`src/rtl/key_event_fifo.sv`:
```
// key_event_fifo
//
// PS/2 set-2 keypad front end for the DES/LCD entry path. Received scan-code
// bytes go through a small prefix decoder that handles the make, break (F0)
// and extended (E0) prefixes, and tracks the Shift state. Digit, symbol and
// control keys become compact key codes. These codes are queued in a
// first-word-fall-through FIFO that the entry/LCD controller drains.
//
// Handshake: a key is transferred on every rising clk_50 edge where
// key_valid & key_ready are both high. key_valid depends only on the FIFO
// state, never on key_ready. key_code and key_valid stay stable while
// key_valid is high and key_ready is low. When the FIFO is empty, key_code
// reads 0xFF.
//
// Ports:
//   clk_50        system clock (50 MHz)
//   rst_n         asynchronous active-low reset
//   scan_code     received PS/2 byte, sampled when scan_valid = 1
//   scan_valid    one-cycle strobe per received byte
//   key_code      FIFO head (0xFF when empty)
//   key_valid     FIFO non-empty
//   key_ready     consumer accepts head
//   shift_held    left or right Shift currently down
//   fifo_count    occupied FIFO entries
//   overflow      sticky: a decoded key was dropped on a full FIFO
//   clr_overflow  synchronous clear of overflow (set wins)
//   dbg_state     decoder state (0 IDLE, 1 BRK, 2 EXT, 3 EXT_BRK)

module key_event_fifo #(
    parameter int FIFO_DEPTH     = 8,
    parameter int TIMEOUT_CYCLES = 2_500_000,
    parameter int REPEAT_EN      = 0
) (
    input  logic                              clk_50,
    input  logic                              rst_n,
    input  logic [7:0]                        scan_code,
    input  logic                              scan_valid,
    output logic [7:0]                        key_code,
    output logic                              key_valid,
    input  logic                              key_ready,
    output logic                              shift_held,
    output logic [$clog2(FIFO_DEPTH+1)-1:0]   fifo_count,
    output logic                              overflow,
    input  logic                              clr_overflow,
    output logic [1:0]                        dbg_state
);

    localparam int PTR_W = $clog2(FIFO_DEPTH);
    localparam int CNT_W = $clog2(FIFO_DEPTH + 1);
    localparam int TO_W  = $clog2(TIMEOUT_CYCLES + 1);

    localparam logic [CNT_W-1:0] DEPTH_C  = CNT_W'(FIFO_DEPTH);
    localparam logic [TO_W-1:0]  TO_MAX   = TO_W'(TIMEOUT_CYCLES);
    localparam logic [TO_W-1:0]  TO_LAST  = TO_W'(TIMEOUT_CYCLES - 1);

    typedef enum logic [1:0] {
        ST_IDLE    = 2'd0,
        ST_BRK     = 2'd1,
        ST_EXT     = 2'd2,
        ST_EXT_BRK = 2'd3
    } state_t;

    state_t            state;
    logic              shift_l;
    logic              shift_r;
    logic [7:0]        held_code;
    logic [TO_W-1:0]   to_cnt;

    logic [7:0]        mem [FIFO_DEPTH];
    logic [PTR_W-1:0]  wr_ptr;
    logic [PTR_W-1:0]  rd_ptr;
    logic [CNT_W-1:0]  count;

    logic              dec_ok;
    logic [7:0]        dec_code;
    logic              is_repeat;
    logic              push_req;
    logic              pop;
    logic              full;
    logic              do_push;
    logic              drop;

    // ------------------------------------------------------------------
    // Make-code decode. Uses the Shift state from before this byte. Shift
    // bytes themselves are not decodable, so this is never ambiguous.
    // ------------------------------------------------------------------
    always_comb begin
        dec_ok   = 1'b0;
        dec_code = 8'h00;
        case (scan_code)
            8'h45: begin dec_ok = !shift_held; dec_code = 8'h00; end
            8'h16: begin dec_ok = !shift_held; dec_code = 8'h01; end
            8'h1E: begin dec_ok = !shift_held; dec_code = 8'h02; end
            8'h26: begin dec_ok = 1'b1; dec_code = shift_held ? 8'h0A : 8'h03; end
            8'h25: begin dec_ok = !shift_held; dec_code = 8'h04; end
            8'h2E: begin dec_ok = !shift_held; dec_code = 8'h05; end
            8'h36: begin dec_ok = !shift_held; dec_code = 8'h06; end
            8'h3D: begin dec_ok = !shift_held; dec_code = 8'h07; end
            8'h3E: begin dec_ok = 1'b1; dec_code = shift_held ? 8'h0B : 8'h08; end
            8'h46: begin dec_ok = !shift_held; dec_code = 8'h09; end
            8'h66: begin dec_ok = 1'b1; dec_code = 8'h0C; end
            8'h29: begin dec_ok = 1'b1; dec_code = 8'h0D; end
            8'h5A: begin dec_ok = 1'b1; dec_code = 8'h0E; end
            default: begin dec_ok = 1'b0; dec_code = 8'h00; end
        endcase
    end

    assign is_repeat = (REPEAT_EN == 0) && (scan_code == held_code);
    assign push_req  = scan_valid && (state == ST_IDLE) && dec_ok && !is_repeat;

    // ------------------------------------------------------------------
    // Prefix decoder, Shift flags, held key and inter-byte timeout.
    // ------------------------------------------------------------------
    always_ff @(posedge clk_50 or negedge rst_n) begin
        if (!rst_n) begin
            state     <= ST_IDLE;
            shift_l   <= 1'b0;
            shift_r   <= 1'b0;
            held_code <= 8'h00;
            to_cnt    <= '0;
        end else if (scan_valid) begin
            to_cnt <= '0;
            case (state)
                ST_IDLE: begin
                    if (scan_code == 8'hF0) begin
                        state <= ST_BRK;
                    end else if (scan_code == 8'hE0) begin
                        state <= ST_EXT;
                    end else begin
                        if (scan_code == 8'h12) shift_l <= 1'b1;
                        if (scan_code == 8'h59) shift_r <= 1'b1;
                        // A new key replaces whatever was held, even when
                        // the FIFO cannot take it.
                        if (dec_ok && !is_repeat) held_code <= scan_code;
                    end
                end
                ST_BRK: begin
                    if (scan_code == 8'h12) shift_l <= 1'b0;
                    if (scan_code == 8'h59) shift_r <= 1'b0;
                    if (scan_code == held_code) held_code <= 8'h00;
                    state <= ST_IDLE;
                end
                ST_EXT: begin
                    state <= (scan_code == 8'hF0) ? ST_EXT_BRK : ST_IDLE;
                end
                default: begin
                    state <= ST_IDLE;
                end
            endcase
        end else if (state != ST_IDLE) begin
            // Saturating count. The increment that reaches TIMEOUT_CYCLES
            // also abandons the pending prefix.
            if (to_cnt != TO_MAX) to_cnt <= to_cnt + 1'b1;
            if (to_cnt >= TO_LAST) state <= ST_IDLE;
        end
    end

    assign shift_held = shift_l | shift_r;
    assign dbg_state  = state;

    // ------------------------------------------------------------------
    // FIFO. A pop only happens when non-empty, so a push into an empty
    // FIFO together with key_ready just lands.
    // ------------------------------------------------------------------
    assign key_valid = (count != '0);
    assign pop       = key_valid && key_ready;
    assign full      = (count == DEPTH_C);
    assign do_push   = push_req && (!full || pop);
    assign drop      = push_req && full && !pop;

    always_ff @(posedge clk_50) begin
        if (do_push) mem[wr_ptr] <= dec_code;
    end

    always_ff @(posedge clk_50 or negedge rst_n) begin
        if (!rst_n) begin
            wr_ptr   <= '0;
            rd_ptr   <= '0;
            count    <= '0;
            overflow <= 1'b0;
        end else begin
            if (do_push) wr_ptr <= wr_ptr + 1'b1;
            if (pop)     rd_ptr <= rd_ptr + 1'b1;
            case ({do_push, pop})
                2'b10:   count <= count + 1'b1;
                2'b01:   count <= count - 1'b1;
                default: count <= count;
            endcase
            if (drop)              overflow <= 1'b1;
            else if (clr_overflow) overflow <= 1'b0;
        end
    end

    assign key_code   = key_valid ? mem[rd_ptr] : 8'hFF;
    assign fifo_count = count;

endmodule

```
`config.mk`:
```
export PLATFORM = sky130hd
export DESIGN_NAME = key_event_fifo
export DESIGN_NICKNAME = d
export VERILOG_FILES = /design/src/rtl/key_event_fifo.sv
export SDC_FILE = /design/constraint.sdc
export NUM_CORES = 1
export LEC_CHECK = 0
export ABC_AREA = 1
export CAP_MARGIN = 40
export CELL_PAD_IN_SITES_DETAIL_PLACEMENT = 1
export CELL_PAD_IN_SITES_GLOBAL_PLACEMENT = 2
export CORE_MARGIN = 1
export CORE_UTILIZATION = 39
export DETAILED_ROUTE_END_ITERATION = 6
export PLACE_DENSITY_LB_ADDON = 0.15
export RECOVER_POWER = 100
export SLEW_MARGIN = 10
export SYNTH_ARGS = -nofsm -noshare
export SYNTH_HDL_FRONTEND = slang
export SYNTH_SLANG_ARGS = --single-unit
```
`constraint.sdc`:
```
create_clock -name clk_50 -period 5.8 [get_ports clk_50]
set_input_delay 1.16 -clock clk_50 [delete_from_list [all_inputs] [get_ports clk_50]]
set_output_delay 1.16 -clock clk_50 [all_outputs]
set_load 0.05 [all_outputs]
```
==> results of run 1 <==
==> kinds of logic after synthesis <==
kind of cell / synth area share
XOR/XNOR: 0.0274
buffers and inverters: 0.0612
AND/OR/NAND/NOR: 0.255
AO/OA/AOI/OAI: 0.126
multiplexers: 0.00482
adder cells (fa/ha/maj): 0.0229
flip-flops: 0.503
==> worst max-delay path, cell delays in order <==
cell	delay [ns]
dlygate4sd3_1	0.65
nand2_1	0.14
nor2_1	0.41
nand2_1	0.19
o21ai_0	0.19
nor2_1	0.14
nand2_4	0.10
nand3_1	0.28
nand2_1	0.28
inv_1	0.09
ha_1	0.33
nand2_1	0.09
nor2_1	0.04
a211oi_1	0.24
o21bai_1	0.18
nand3_1	0.09
nand2_1	0.07
inv_1	0.04
==> state kept, by name (all words and copies together) (netlist names) <==
name	count
dbg_state	2
fifo_count	4
held_code	8
mem	32
overflow	1
rd_ptr	3
shift_l	1
shift_r	1
to_cnt	22
wr_ptr	3
==> routing by layer <==
metal / vias up / wire length [µm] / GRT usage
li1: 1706 / - / -
met1: 1700 / 4680 / 0.257
met2: 26 / 5980 / 0.406
met3: 12 / 177 / 0.0331
met4: 0 / 155 / 0.0604
met5: - / 0 / 0
==> layout make-up <==
class / instances / share of cell area
Clock inverter: 7 / 0.0170
Multi-Input combinational cell: 341 / 0.374
Sequential cell: 77 / 0.443
Clock buffer: 9 / 0.0263
Tap cell: 136 / 0.0361
Timing Repair Buffer: 30 / 0.0611
Inverter: 53 / 0.0422
==> worst max-delay path by stage <==
stage	startpoint	to	slack, ns	cells after the start
6_report	scan_code[1]	fifo_count[3]$_DFFE_PN0P_	1.35	18
3_3_place_gp	scan_code[1]	fifo_count[3]$_DFFE_PN0P_	1.68	18
4_1_cts	rd_ptr[0]$_DFFE_PN0P_	key_code[3]	1.66	5
2_1_floorplan	fifo_count[1]$_DFFE_PN0P_	key_code[0]	2.33	4
3_5_place_dp	scan_code[1]	fifo_count[3]$_DFFE_PN0P_	1.59	18
5_1_grt	scan_code[1]	fifo_count[3]$_DFFE_PN0P_	1.03	18
==> power breakdown <==
group / switching, mW / internal [mW]
Sequential: 0.0909 / 0.626
Clock: 0.226 / 0.205
Combinational: 0.469 / 0.219
==> placed cells by master (no fill, tap or decap), types with 3 or more instances in the layout <==
master	netlist	routed
nand2_1	104	106
inv_1	46	48
nor2_1	43	45
dfrtp_1	45	45
a21oi_1	37	37
edfxtp_1	32	32
o21ai_0	27	30
nand3_1	22	24
dlygate4sd3_1	0	21
nor3_1	20	20
nand4_1	12	13
xor2_1	12	12
clkbuf_8	0	9
a221oi_1	8	8
clkdlybuf4s50_1	0	7
ha_1	6	6
nand2_2	6	5
inv_2	6	4
or3_1	4	4
inv_6	0	4
nor4_1	3	3
o21a_1	3	3
==> metrics by stage <==
| stage | instance area (µm²) | hold WS (ns) |
|---|---|---|
| floorplan | 4150 | 0.455 |
| global placement | 4550 | 0.480 |
| detailed placement | 4570 | 0.481 |
| CTS | 4770 | 0.503 |
| global route | 4710 | 0.538 |
| finish | 4710 | 0.495 |
==> impl_metrics.tcl, run 1 <==
set metrics [dict create \
    diodes 0 \
    ant_nets 0 \
    cp.arrival_ns 4.71 \
    seq_area_um2 2090 \
    reg2reg_slack_ns 2.86 \
    grtUsageTotal 0.218 \
    synth_area_per_cell_um2 8.61 \
    rsz0062_at_grt "no" \
    ir_drop_mv 0.315 \
    maxSlewHeadroom -0.0185 \
    pin_count 30 \
    fin_worst_skew_ns 0.0186 \
    r2r_end "fifo_count[3]$_DFFE_PN0P_" \
    avgViaCountPerCell 5.27 \
    outcome "finished, violations left" \
    finalCriticalPeriod_ns 4.45 \
    post_cts_buffers 0 \
    ctsHoldBuffers 0 \
    setup_viol 0 \
    maxSlewViolCount 27 \
    clkTransAtPathRegs_ns 0.09 \
    fill_cells 1218 \
    yosysSeqAreaShare 0.503 \
    p_leak_nw 1.96 \
    worstMarginPinSlew_ns 1.53 \
    holdCritStartpoint "shift_r$_DFFE_PN0P_" \
    fp.coreArea_um2 10300 \
    r2r_start "dbg_state[0]$_DFFE_PN0P_" \
    wl_per_cell_um 16.8 \
    worstPathRequired_ns 6.06 \
    synth_area_leaders "dfrtp_1 (27%), edfxtp_1 (23%), nand2_1 (9.4%)" \
    synth_nets 502 \
    drive_above_1_share 0.0580 \
    synth_cells 482 \
    grt_pass1_wl_um 18600 \
    ys.flop_type "dfrtp_1" \
    netlist_area_um2 4150 \
    grt-ovfl-total 0 \
    final.setup.tns_ns 0 \
    grt_start_max_net_pins 27 \
    synth_top_area_share 0.271 \
    place.port_buffers 29 \
    violations "max-capacitance violations, max-slew violations" \
    min_to "shift_r$_DFFE_PN0P_" \
    yosys_register_bits 77 \
    holdPathStages 2 \
    cts_tree "yes" \
    ys_types 46 \
    synth_largest_area_cell "dfrtp_1" \
    clock-sinks 77 \
    final_util 0.456 \
    cp-start-kind "input port" \
    synth_edf_count 32 \
    critical_path.max_fanout 9 \
    synthTopCellsByCount "nand2_1 (104), inv_1 (46), dfrtp_1 (45), nor2_1 (43), a21oi_1 (37)" \
    area_growth_pct 13.5 \
    finalWorstSetupSlack_ns 1.35 \
    ys_async_sr_fraction 0.584 \
    layoutNonFillerInstCount 653 \
    pre_cts_ws_ns 1.59 \
    die-area_um2 11100 \
    antenna_found_initial 0 \
    place_inst 637 \
    multi_input_area_um2 1760 \
    final_net_count 532 \
    maxCapViolCount 1 \
    power_density_nw_per_um2 390 \
    hpwlAfterDp_um 8350 \
    synth_most_common_cell "nand2_1" \
    clk-insertion-delay-late_ns 0.36 \
    synth_warnings 0 \
    start_util 0.402 \
    drt_wl_total_um 11000 \
    drt_iter0_drc 71 \
    dieWidth_um 105 \
    min_path_type "register to register" \
    worstRegToRegCells 14 \
    htreeDepth 3 \
    worstSetupPathType "input port to register" \
    root_buffer "clkbuf_8" \
    grt_pass1_vias 3707 \
    floorplan.rows 37 \
    ctsResizeCount 0 \
    finalHoldViolations 0 \
    die_y_um 105 \
    dr.pass1.iters 4 \
    vias 3444 \
    cts_made_buffers 9 \
    cts_buffer_depth 2 \
    place.gp.congestion 0.776 \
    drc 0 \
    finalCritPeriodShare 0.767 \
    critPathCaptureType "register" \
    fmax_mhz 225 \
    p_total_mw 1.84 \
]
No activity file was read; power rests on OpenSTA's default activity.
==> run 2, diff against run 1 <==
--- a/config.mk
+++ b/config.mk
@@ -10,7 +10,7 @@
 export CELL_PAD_IN_SITES_DETAIL_PLACEMENT = 1
 export CELL_PAD_IN_SITES_GLOBAL_PLACEMENT = 2
 export CORE_MARGIN = 1
-export CORE_UTILIZATION = 39
+export CORE_UTILIZATION = 36
 export DETAILED_ROUTE_END_ITERATION = 6
 export PLACE_DENSITY_LB_ADDON = 0.15
 export RECOVER_POWER = 100
==> constraint.sdc (replaced) <==
create_clock -name clk_50 -period 4.55 [get_ports clk_50]
set_input_delay 0.91 -clock clk_50 [delete_from_list [all_inputs] [get_ports clk_50]]
set_output_delay 0.91 -clock clk_50 [all_outputs]
set_load 0.05 [all_outputs]
==> run 2 against run 1 <==
The flow still finishes with violations (max-capacitance violations, max-slew violations); sequential cell count did not move; register-to-register slack worse by 1.1 ns; combinational power is 28% higher; first-iteration DRC count up 23%; design area rose by 1.9%; via count is 0.17% higher; clock power up 63%; power rose by 36%; critical path depth shrank 13; setup slack worse by 0.72 ns; sequential power is 27% higher; largest cell class unchanged.
==> impl_metrics.tcl, run 2 (same netlist as run 1, synthesis figures left out) <==
set metrics [dict create \
    place.port_buffers 29 \
    drive_above_1_share 0.0619 \
    ir_drop_mv 0.446 \
    finalCriticalPeriod_ns 3.92 \
    dr.pass1.iters 4 \
    cts_buffer_depth 2 \
    worstPathRequired_ns 3.64 \
    fin_area_um2 4800 \
    start_util 0.376 \
    ant_nets 0 \
    worstRegToRegCells 14 \
    area_growth_pct 15.6 \
    antenna_found_initial 0 \
    grt-ovfl-total 0 \
    drt_iter0_drc 87 \
    post_cts_buffers 0 \
    violations "max-capacitance violations, max-slew violations" \
    cts_tree "yes" \
    fin_worst_skew_ns 0.00699 \
    critical_path.max_fanout 19 \
    fmax_mhz 255 \
    ctsHoldBuffers 0 \
    dieWidth_um 109 \
    hpwlAfterDp_um 8250 \
    grt_pass1_wl_um 18500 \
    setup.worst_path.end "key_code[3]" \
    cp.arrival_ns 3.01 \
    maxSlewHeadroom -0.0516 \
    fp.coreArea_um2 11000 \
    setup_viol 0 \
    outcome "finished, violations left" \
    diodes 0 \
    crit_start "rd_ptr[0]$_DFFE_PN0P_" \
    grt_start_max_net_pins 28 \
    cts_made_buffers 9 \
    r2r_end "fifo_count[3]$_DFFE_PN0P_" \
    drc 0 \
    cp-start-kind "register" \
    final_util 0.435 \
    final.setup.tns_ns 0 \
    ctsResizeCount 0 \
    vias 3450 \
    largest_register_ffs 32 \
    critPathCaptureType "output pin" \
    pin_count 30 \
    die-area_um2 12000 \
    grt_pass1_vias 3685 \
    maxCapViolCount 1 \
    htreeDepth 3 \
    wl_per_cell_um 16.9 \
    drt_wl_total_um 11100 \
    finalCritPeriodShare 0.862 \
    worstMarginPinSlew_ns 1.58 \
    maxSlewViolCount 28 \
    r2r_start "dbg_state[0]$_DFFE_PN0P_" \
    place.gp.congestion 0.839 \
    root_buffer "clkbuf_16" \
    clkTransAtPathRegs_ns 0.07 \
    final_cell_mix "nand2_1 (105), inv_1 (48), nor2_1 (45), dfrtp_1 (45), a21oi_1 (37)" \
    final_net_count 532 \
    reg2reg_slack_ns 1.74 \
    p_leak_nw 2.00 \
    power_density_nw_per_um2 520 \
    rsz0062_at_grt "no" \
    final_common_cell "nand2_1" \
    grtUsageTotal 0.205 \
    worstSetupPathType "register to output pin" \
    avgViaCountPerCell 5.25 \
    holdWs_ns 0.503 \
    regMostFlops "mem" \
    fill_cells 1316 \
    reg_top3 "mem x32, to_cnt x22, held_code x8" \
    die_y_um 109 \
    placed_cell_area_um2 4560 \
    finalHoldViolations 0 \
    floorplan.rows 38 \
    min_path_type "register to register" \
    clk-insertion-delay-late_ns 0.34 \
    clock-sinks 77 \
]
## run 2: cell count changes in the layout (fill, tap and decap cells not counted), sizes merged
cell	change
clkinv	+3
bufinv	-1
clkdlybuf4s50	+1
clkinvlp	-1
dlygate4sd3	-1
inv	-1
## run 2: layer usage
metal	vias up	wire (µm)	track usage
met5	-	0	0
li1	1696	-	-
met2	32	5710	0.366
met1	1709	5030	0.254
met4	0	194	0.0771
met3	13	187	0.0249
## run 2: cell type report
type | instances | area, µm² | share of cell area
Sequential cell | 77 | 2090 | 0.435
Multi-Input combinational cell | 341 | 1770 | 0.369
Timing Repair Buffer | 30 | 288 | 0.0600
Clock buffer | 9 | 225 | 0.0469
Inverter | 53 | 199 | 0.0414
Tap cell | 140 | 175 | 0.0365
Clock inverter | 7 | 56.3 | 0.0117
## run 2: worst min-delay path by stage
| stage | from | endpoint | slack (ns) | depth (start not counted) |
|---|---|---|---|---|
| detailed placement | shift_l$_DFFE_PN0P_ | shift_l$_DFFE_PN0P_ | 0.49 | 2 |
| global route | fifo_count[0]$_DFFE_PN0P_ | fifo_count[0]$_DFFE_PN0P_ | 0.53 | 1 |
| finish | shift_l$_DFFE_PN0P_ | shift_l$_DFFE_PN0P_ | 0.50 | 2 |
| global placement | shift_r$_DFFE_PN0P_ | shift_r$_DFFE_PN0P_ | 0.48 | 2 |
| floorplan | shift_r$_DFFE_PN0P_ | shift_r$_DFFE_PN0P_ | 0.45 | 2 |
| CTS | shift_l$_DFFE_PN0P_ | shift_l$_DFFE_PN0P_ | 0.51 | 2 |
## run 2: worst max-delay path, stage by stage (launching register included)
cell and delay [ns]:
dfrtp_1 0.64, inv_1 0.52, nand2_1 0.13, a221oi_1 0.36
or3_1 0.16, dlygate4sd3_1 0.86
## run 2: metrics by stage
step           worst slack (ns)  instances  power (mW)
6_report                  0.628        657        2.50
5_1_grt                   0.334        657        2.64
4_1_cts                   0.637        657        2.56
3_5_place_dp              0.546        641        1.85
3_3_place_gp              0.605        641        1.83
2_1_floorplan              1.22        482        1.55
## run 2: power breakdown
part / switching (mW) / leakage [nW] / internal, mW / total [mW]
Sequential: 0.115 / 0.898 / 0.799 / 0.914
Clock: 0.325 / 0.137 / 0.377 / 0.702
Combinational: 0.602 / 0.963 / 0.278 / 0.880
Total: 1.04 / 2.00 / 1.45 / 2.50
